===== src/rtl/pwm_axil_slave.sv =====
// -----------------------------------------------------------------------------
// pwm_axil_slave
//
// AXI4-Lite slave front-end for the multi-channel PWM register file. Converts
// host AXI4-Lite write/read transactions into single-cycle decoded register
// strobes and returns OKAY/SLVERR responses. One write and one read may be
// outstanding at the same time; the two channel FSMs are fully independent.
//
// Ports
//   clk, rst_n                 clock (rising edge), async active-low reset
//   s_aw*, s_w*, s_b*          AXI4-Lite write address / data / response
//   s_ar*, s_r*                AXI4-Lite read address / data
//   write_en/addr/data         one-cycle register-file write strobe
//   read_en/addr               one-cycle register-file read strobe
//   read_data, read_valid      register-file read return (one cycle after read_en)
//
// Register index = addr[ADDR_WIDTH+1:2]; addr[1:0] is ignored. An address is in
// range when every bit above ADDR_WIDTH+1 is zero and the index is < DEPTH.
// -----------------------------------------------------------------------------
module pwm_axil_slave #(
    parameter  int AXI_ADDR_WIDTH = 32,
    parameter  int AXI_DATA_WIDTH = 32,
    parameter  int REG_WIDTH      = 16,
    parameter  int NUM_CHANNELS   = 4,
    localparam int DEPTH          = 2 + 2 * NUM_CHANNELS,
    localparam int ADDR_WIDTH     = $clog2(DEPTH)
) (
    input  logic                        clk,
    input  logic                        rst_n,

    input  logic [AXI_ADDR_WIDTH-1:0]   s_awaddr,
    input  logic                        s_awvalid,
    output logic                        s_awready,

    input  logic [AXI_DATA_WIDTH-1:0]   s_wdata,
    input  logic [AXI_DATA_WIDTH/8-1:0] s_wstrb,
    input  logic                        s_wvalid,
    output logic                        s_wready,

    output logic [1:0]                  s_bresp,
    output logic                        s_bvalid,
    input  logic                        s_bready,

    input  logic [AXI_ADDR_WIDTH-1:0]   s_araddr,
    input  logic                        s_arvalid,
    output logic                        s_arready,

    output logic [AXI_DATA_WIDTH-1:0]   s_rdata,
    output logic [1:0]                  s_rresp,
    output logic                        s_rvalid,
    input  logic                        s_rready,

    output logic                        write_en,
    output logic [ADDR_WIDTH-1:0]       write_addr,
    output logic [REG_WIDTH-1:0]        write_data,

    output logic                        read_en,
    output logic [ADDR_WIDTH-1:0]       read_addr,
    input  logic [REG_WIDTH-1:0]        read_data,
    input  logic                        read_valid
);

    localparam int               STRB_LANES  = REG_WIDTH / 8;
    localparam logic [1:0]       RESP_OKAY   = 2'b00;
    localparam logic [1:0]       RESP_SLVERR = 2'b10;
    // One extra bit so the comparison still works when DEPTH is a power of two.
    localparam logic [ADDR_WIDTH:0] DEPTH_CMP = (ADDR_WIDTH + 1)'(DEPTH);

    typedef enum logic [1:0] {W_IDLE, W_EXEC, W_RESP}         w_state_t;
    typedef enum logic [1:0] {R_IDLE, R_REQ, R_WAIT, R_RESP}  r_state_t;

    w_state_t w_state;
    r_state_t r_state;

    // ------------------------------------------------------------------
    // Address decode
    // ------------------------------------------------------------------
    logic [ADDR_WIDTH-1:0] aw_index;
    logic [ADDR_WIDTH-1:0] ar_index;
    logic                  aw_in_range;
    logic                  ar_in_range;
    logic                  strb_full;

    assign aw_index    = s_awaddr[ADDR_WIDTH+1:2];
    assign ar_index    = s_araddr[ADDR_WIDTH+1:2];
    assign aw_in_range = (s_awaddr[AXI_ADDR_WIDTH-1:ADDR_WIDTH+2] == '0)
                       && ({1'b0, aw_index} < DEPTH_CMP);
    assign ar_in_range = (s_araddr[AXI_ADDR_WIDTH-1:ADDR_WIDTH+2] == '0)
                       && ({1'b0, ar_index} < DEPTH_CMP);
    // Only the lanes that carry register bits must be enabled.
    assign strb_full   = &s_wstrb[STRB_LANES-1:0];

    // Byte offset, upper data bits and upper strobe lanes carry no meaning here.
    logic unused_bits;
    assign unused_bits = ^{s_awaddr[1:0], s_araddr[1:0], s_wdata, s_wstrb};

    // ------------------------------------------------------------------
    // Write channel
    // ------------------------------------------------------------------
    logic                  aw_held;
    logic                  w_held;
    logic [ADDR_WIDTH-1:0] aw_index_q;
    logic                  aw_ok_q;
    logic [REG_WIDTH-1:0]  w_data_q;
    logic                  w_strb_ok_q;

    logic                  aw_fire;
    logic                  w_fire;
    logic                  aw_have;
    logic                  w_have;
    logic [ADDR_WIDTH-1:0] wr_index;
    logic [REG_WIDTH-1:0]  wr_data;
    logic                  wr_legal;

    assign aw_fire  = s_awvalid & s_awready;
    assign w_fire   = s_wvalid & s_wready;
    assign aw_have  = aw_held | aw_fire;
    assign w_have   = w_held | w_fire;
    // Use the live bus value on the handshake cycle, the held copy otherwise,
    // so that AW and W may complete in either order or together.
    assign wr_index = aw_fire ? aw_index : aw_index_q;
    assign wr_data  = w_fire ? s_wdata[REG_WIDTH-1:0] : w_data_q;
    assign wr_legal = (aw_fire ? aw_in_range : aw_ok_q)
                    & (w_fire ? strb_full : w_strb_ok_q);

    // NOTE: state registers use non-blocking assignments so every always_ff
    // samples the pre-edge values of the others, independent of block order.
    always_ff @(posedge clk or negedge rst_n) begin
        if (!rst_n) begin
            w_state     <= W_IDLE;
            aw_held     <= 1'b0;
            w_held      <= 1'b0;
            aw_index_q  <= '0;
            aw_ok_q     <= 1'b0;
            w_data_q    <= '0;
            w_strb_ok_q <= 1'b0;
            s_awready   <= 1'b0;
            s_wready    <= 1'b0;
            s_bvalid    <= 1'b0;
            s_bresp     <= RESP_OKAY;
            write_en    <= 1'b0;
            write_addr  <= '0;
            write_data  <= '0;
        end else begin
            case (w_state)
                W_IDLE: begin
                    if (aw_fire) begin
                        aw_index_q <= aw_index;
                        aw_ok_q    <= aw_in_range;
                    end
                    if (w_fire) begin
                        w_data_q    <= s_wdata[REG_WIDTH-1:0];
                        w_strb_ok_q <= strb_full;
                    end
                    if (aw_have && w_have) begin
                        w_state   <= W_EXEC;
                        aw_held   <= 1'b0;
                        w_held    <= 1'b0;
                        s_awready <= 1'b0;
                        s_wready  <= 1'b0;
                        write_en  <= wr_legal;
                        s_bresp   <= wr_legal ? RESP_OKAY : RESP_SLVERR;
                        if (wr_legal) begin
                            write_addr <= wr_index;
                            write_data <= wr_data;
                        end
                    end else begin
                        // Also raises both readies on the first clock after reset.
                        aw_held   <= aw_have;
                        w_held    <= w_have;
                        s_awready <= !aw_have;
                        s_wready  <= !w_have;
                    end
                end
                W_EXEC: begin
                    write_en <= 1'b0;
                    s_bvalid <= 1'b1;
                    w_state  <= W_RESP;
                end
                W_RESP: begin
                    if (s_bready) begin
                        s_bvalid  <= 1'b0;
                        s_awready <= 1'b1;
                        s_wready  <= 1'b1;
                        w_state   <= W_IDLE;
                    end
                end
                default: w_state <= W_IDLE;
            endcase
        end
    end

    // ------------------------------------------------------------------
    // Read channel
    // ------------------------------------------------------------------
    logic ar_fire;
    assign ar_fire = s_arvalid & s_arready;

    always_ff @(posedge clk or negedge rst_n) begin
        if (!rst_n) begin
            r_state   <= R_IDLE;
            s_arready <= 1'b0;
            s_rvalid  <= 1'b0;
            s_rresp   <= RESP_OKAY;
            s_rdata   <= '0;
            read_en   <= 1'b0;
            read_addr <= '0;
        end else begin
            case (r_state)
                R_IDLE: begin
                    if (ar_fire) begin
                        s_arready <= 1'b0;
                        if (ar_in_range) begin
                            read_en   <= 1'b1;
                            read_addr <= ar_index;
                            r_state   <= R_REQ;
                        end else begin
                            // Out of range: answer at once, no register access.
                            s_rvalid <= 1'b1;
                            s_rresp  <= RESP_SLVERR;
                            s_rdata  <= '0;
                            r_state  <= R_RESP;
                        end
                    end else begin
                        s_arready <= 1'b1;
                    end
                end
                R_REQ: begin
                    read_en <= 1'b0;
                    r_state <= R_WAIT;
                end
                R_WAIT: begin
                    if (read_valid) begin
                        s_rdata  <= AXI_DATA_WIDTH'(read_data);
                        s_rresp  <= RESP_OKAY;
                        s_rvalid <= 1'b1;
                        r_state  <= R_RESP;
                    end
                end
                R_RESP: begin
                    if (s_rready) begin
                        s_rvalid  <= 1'b0;
                        s_arready <= 1'b1;
                        r_state   <= R_IDLE;
                    end
                end
                default: r_state <= R_IDLE;
            endcase
        end
    end

endmodule

===== config.mk =====
export PLATFORM = sky130hd
export DESIGN_NAME = pwm_axil_slave
export DESIGN_NICKNAME = d
export VERILOG_FILES = /design/src/rtl/pwm_axil_slave.sv
export SDC_FILE = /design/constraint.sdc
export NUM_CORES = 1
export LEC_CHECK = 0
export ABC_AREA = 0
export CAP_MARGIN = 20
export CORE_ASPECT_RATIO = 1.75
export CORE_MARGIN = 5
export CORE_UTILIZATION = 35
export CTS_BUF_LIST = sky130_fd_sc_hd__clkbuf_8
export DETAILED_ROUTE_END_ITERATION = 8
export PLACE_DENSITY = 0.72
export SLEW_MARGIN = 0
export SYNTH_ARGS = -nofsm -noshare
export SYNTH_HDL_FRONTEND = slang
export SYNTH_SLANG_ARGS = --single-unit
export TNS_END_PERCENT = 1

===== constraint.sdc =====
create_clock -name clk -period 2.5 [get_ports clk]
set_input_delay 0.25 -clock clk [delete_from_list [all_inputs] [get_ports clk]]
set_output_delay 0.25 -clock clk [all_outputs]
set_load 0.02 [all_outputs]

Word-level counts from Yosys, hierarchy flattened
Index checks and enable logic that the tools add are counted.
W data, S select, Z words.
- bits in registers: 95
- output and inout port bits: 67
- logic and storage cells: 113
- magnitude comparators: 2
- eq/ne operators: 12
- muxes and demuxes: 43
- bitwise operators: 6
- reduce and logical (&&, ||, !) cells: 29
- operators with widths (cell ; count):
    $mux W32 ; 3
    $pmux W32 S2 ; 1
    $logic_not A26 Y1 ; 2
    $mux W2 ; 10
    $mux W1 ; 17
    $mux W16 ; 1
    $ne A2 B2 Y1 const B ; 7
    $reduce_and A2 Y1 ; 7
    $pmux W1 S2 ; 6
    $reduce_and A3 Y1 ; 4
    $reduce_bool A2 Y1 ; 6
    $lt A4 B4 Y1 const B ; 2
    $pmux W2 S4 ; 1
    $eq A2 B2 Y1 const B ; 3
    $pmux W2 S3 ; 1
    $reduce_and A5 Y1 ; 1
    $and A1 B1 Y1 ; 4
    $eq A2 B1 Y1 const B ; 2
    $logic_not A2 Y1 ; 2
    $mux W4 ; 1
    $pmux W2 S2 ; 1
    $reduce_and A4 Y1 ; 1
    $logic_and A1 B1 Y1 ; 3
    $pmux W1 S3 ; 1
    other kinds (3) ; 5

Longest topological paths before layout
- word-level depth: 6
- gate-level depth with buffers: 8
- gate-level depth less buffers: 7

Least setup slack after synthesis
No wires, ideal clock.
- kind: flip-flop to flip-flop
- start: register r_state[0]
- end: register read_addr[0]
- arrival time: 1.792 ns
- setup slack: 0.583 ns
- stages on the path, launching flop included: 7
- path buffers: 0
- path through: dfrtp_1 inv_1 ha_1 nor4b_2 nand4_1 nor3_2 mux2_2
- cells in the longest elaborated chain, start to end: 2
- RTL lines (item ; RTL line ; text):
    start: declaration ; 73 ; r_state_t r_state;
    start signal: assignment ; 201 ; r_state <= R_IDLE;
    start signal: assignment ; 216 ; r_state <= R_REQ;
    start signal: assignment ; 222 ; r_state <= R_RESP;
    $logic_not A2 Y1 ; 209 ; case (r_state)
    $reduce_and A3 Y1 (no line) ; n/a ;
    end signal: assignment ; 215 ; read_addr <= ar_index;
    end: declaration ; 58 ; output logic [ADDR_WIDTH-1:0] read_addr,
Every way passes these cells.
A chain may end at the register's enable or synchronous reset.

Final worst setup path
- start: register r_state[1]
- end: register read_addr[1]
The elaborated chain is that of the path after synthesis.

==> reports/qor.yml <==
fin_crit_sh_pct: 80.6
portBuffers: 150
placed_cell_area_sq_um: 5240
clk_latency_ns: 0.34
crit_path_end_kind: "flip-flop"
synth_top_area_share_pct: 52.7
clockRootBuffer: "clkbuf_8"
overflow: 0
setup_viol: 0
synthesis.area_sq_um: 3660
start_kind: "flip-flop"
wirelength_microns: 9580
first_iter_violations: 58
antenna_cells: 0
cpMaxStageDelayCell: "dfrtp_1"
chipWidth_microns: 87.3
powerDensity_nw_per_um2: 955
drive_gt1_share_pct: 13.3
hp-class: "in2async"
num_rows: 49
fillers: 942
num_vias: 3035
die_area_sq_um: 12700
multi_input_area_sq_um: 1560
crit_type: "reg2reg"
dp_cells: 600
ant_nets: 0
syn_avg_cell_area_sq_um: 11.1
netlist_top_cells_area: "dfrtp_1 53%, mux2_2 8.0%, mux2i_1 4.7%"
drt_pass1_iterations: 4
cts_sinks: 77
synth.distinct_cells: 39
period_needed_ns: 2.01
cts_resized: 0
grt_pass1_wl_microns: 15500
yosys_warnings: 0
crit_required_ns: 2.73
rsz0062_at_grt: "false"
post_cts.repair.setup_buffers: 0
fin_setup_tns_ns: 0
grt_max_degree: 78
slowest_delay_ns: 0.43
syn-instance-count: 329
syn_to_final_growth_pct: 49.4
core_area_sq_um: 10200
clockBufferDepth: 2
status: "complete, no violations"
maxCapViolations: 0
vias_per_cell: 4.92
path_clk_slew_ns: 0.08
max_freq_mhz: 497
io_pins: 191
gp_congestion: 0.731
initial_utilization_pct: 35.7
first_global_vias: 3269
regArea_sq_um: 1930
cts_tree: "done"
hold_viol: 0
wl_per_cell_microns: 15.5
grtUsageTotal_pct: 15.5
yosysTopAreaCell: "dfrtp_1"
critPathLaunch: "r_state[1]"
antenna_found_initial: 0
synth_seq_area_share_pct: 52.7
setup_slack_ns: 0.486
dieHeight_microns: 145
crit_chain: "inv_1, ha_1, nor4b_2, nand4_1, nor3_2, mux2_2"
fin_cells: 617
nets: 615
pre_cts_ws_ns: 0.273
numCtsBuffers: 9
htreeDepth: 3
hold_ws_ns: 0.252
final_area_sq_um: 5470
cp_max_fo: 6
drc: 0
dp_hpwl_microns: 7500
ir_worst_vdd_mv: 0.457
finalPower_mw: 5.22
skew_ns: 0.00698
slew_viol_final: 0
power_leakage_nw: 2.35
ys_ff_latch: 77
cp_data_arrival_time_ns: 2.24
post-route-util_pct: 53.4
reg2reg_from: "r_state[1]"
==> worst max-delay path: cells and delay by family (launching register included) <==
kind	cells	cell delay [ns]
and+or+nand+nor	3	0.81
DFF	1	0.43
muxes	1	0.39
adders and majority gates	1	0.17
buffers and inverters	1	0.12
==> cell usage after synthesis <==
cell type / count
conb_1: 1
nand4_1: 4
nor3_2: 1
o21ai_0: 24
inv_1: 5
or3_1: 1
nor4_1: 11
o221ai_2: 1
nor4b_2: 1
dfrtp_1: 77
o41ai_1: 1
nand2_4: 1
ha_1: 5
or4b_2: 1
a31oi_1: 17
a21oi_1: 24
nor3_1: 3
clkbuf_1: 4
or3_4: 1
nand2_1: 41
o21ai_1: 2
and4bb_1: 1
mux2_1: 1
nand3_1: 3
buf_6: 2
nand2b_1: 4
nand2_2: 1
nor2b_1: 3
o31ai_4: 1
mux2_2: 26
mux2_4: 3
buf_2: 9
buf_4: 18
a21oi_4: 1
o31ai_1: 2
nor3_4: 1
nor2_1: 5
o21a_1: 5
mux2i_1: 17
==> timing repair <==
| item | 4_1_cts | 5_1_grt |
|---|---|---|
| hold endpoints to repair | 0 | 10 |
| hold buffers | 0 | 1 |
| endpoints found under the setup margin | 0 | 0 |
==> registers in the layout, indices dropped and copies added (netlist names), 2 cells and up <==
signal / cells
s_rdata: 16
write_data: 16
w_data_q: 16
write_addr: 4
read_addr: 4
w_state: 2
aw_index_q: 4
r_state: 2
==> worst paths after layout <==
path / cells past startpoint / endpoint / slack [ns]
worst max-delay path: 6 / read_addr[1] / 0.49
worst min-delay path: 2 / s_rdata[13] / 0.25
worst max register to register: 6 / read_addr[1] / 0.49
worst min register to register: 2 / s_rdata[1] / 0.49
max in group asynchronous: 3 / s_rdata[0] / 1.68
min in group clk: 3 / s_rdata[13] / 0.45
==> cell families after synthesis <==
kind of cell / share of synthesized area [%]
compound gates: 12.9
fa+ha+maj: 1.71
buf+inv: 6.46
flops: 52.7
mux: 14.2
other cells: 0.103
simple gates: 12.0
==> power by group <==
part | switching [mW] | internal [mW] | leakage [nW]
clock | 0.435 | 0.478 | 0.103
sequential | 0.296 | 1.70 | 0.984
combinational | 1.16 | 1.16 | 1.27
==> cells in the final DEF (no fill, tap or decap), drive strengths merged, types with 2 or more instances in the layout <==
cell           netlist  final
a21oi               25     25
nor2                 5      5
conb                 1     18
dfrtp               77     77
nor4                11     11
o21a                 5      5
nor2b                3      3
inv                  5      6
o31ai                3      3
or3                  2      2
nand2b               4      4
nand4                4      4
clkbuf               4     10
nor3                 5      5
nand2               43     43
o21ai               26     26
clkdlybuf4s50        0    149
buf                 29     12
ha                   5      5
mux2                30     30
mux2i               17     17
nand3                3      3
clkinv               0      3
a31oi               17     17
==> per-layer routing <==
layer	vias up	share of wire [%]	GRT usage [%]
li1	1457	-	-
met1	1427	35	15.9
met2	141	52	27.8
met3	10	12	5.56
met4	0	1.3	5.68
met5	-	0	0
==> final cells by class <==
cell class              instances  area share, %
clock buffers                  10           2.52
clock inverters                 5          0.962
inverters                       5          0.343
multi-input cells             231           28.5
flip-flops and latches         77           35.3
well taps                     127           2.91
repair buffers                162           29.5
Power figures use the tool's default switching activity.
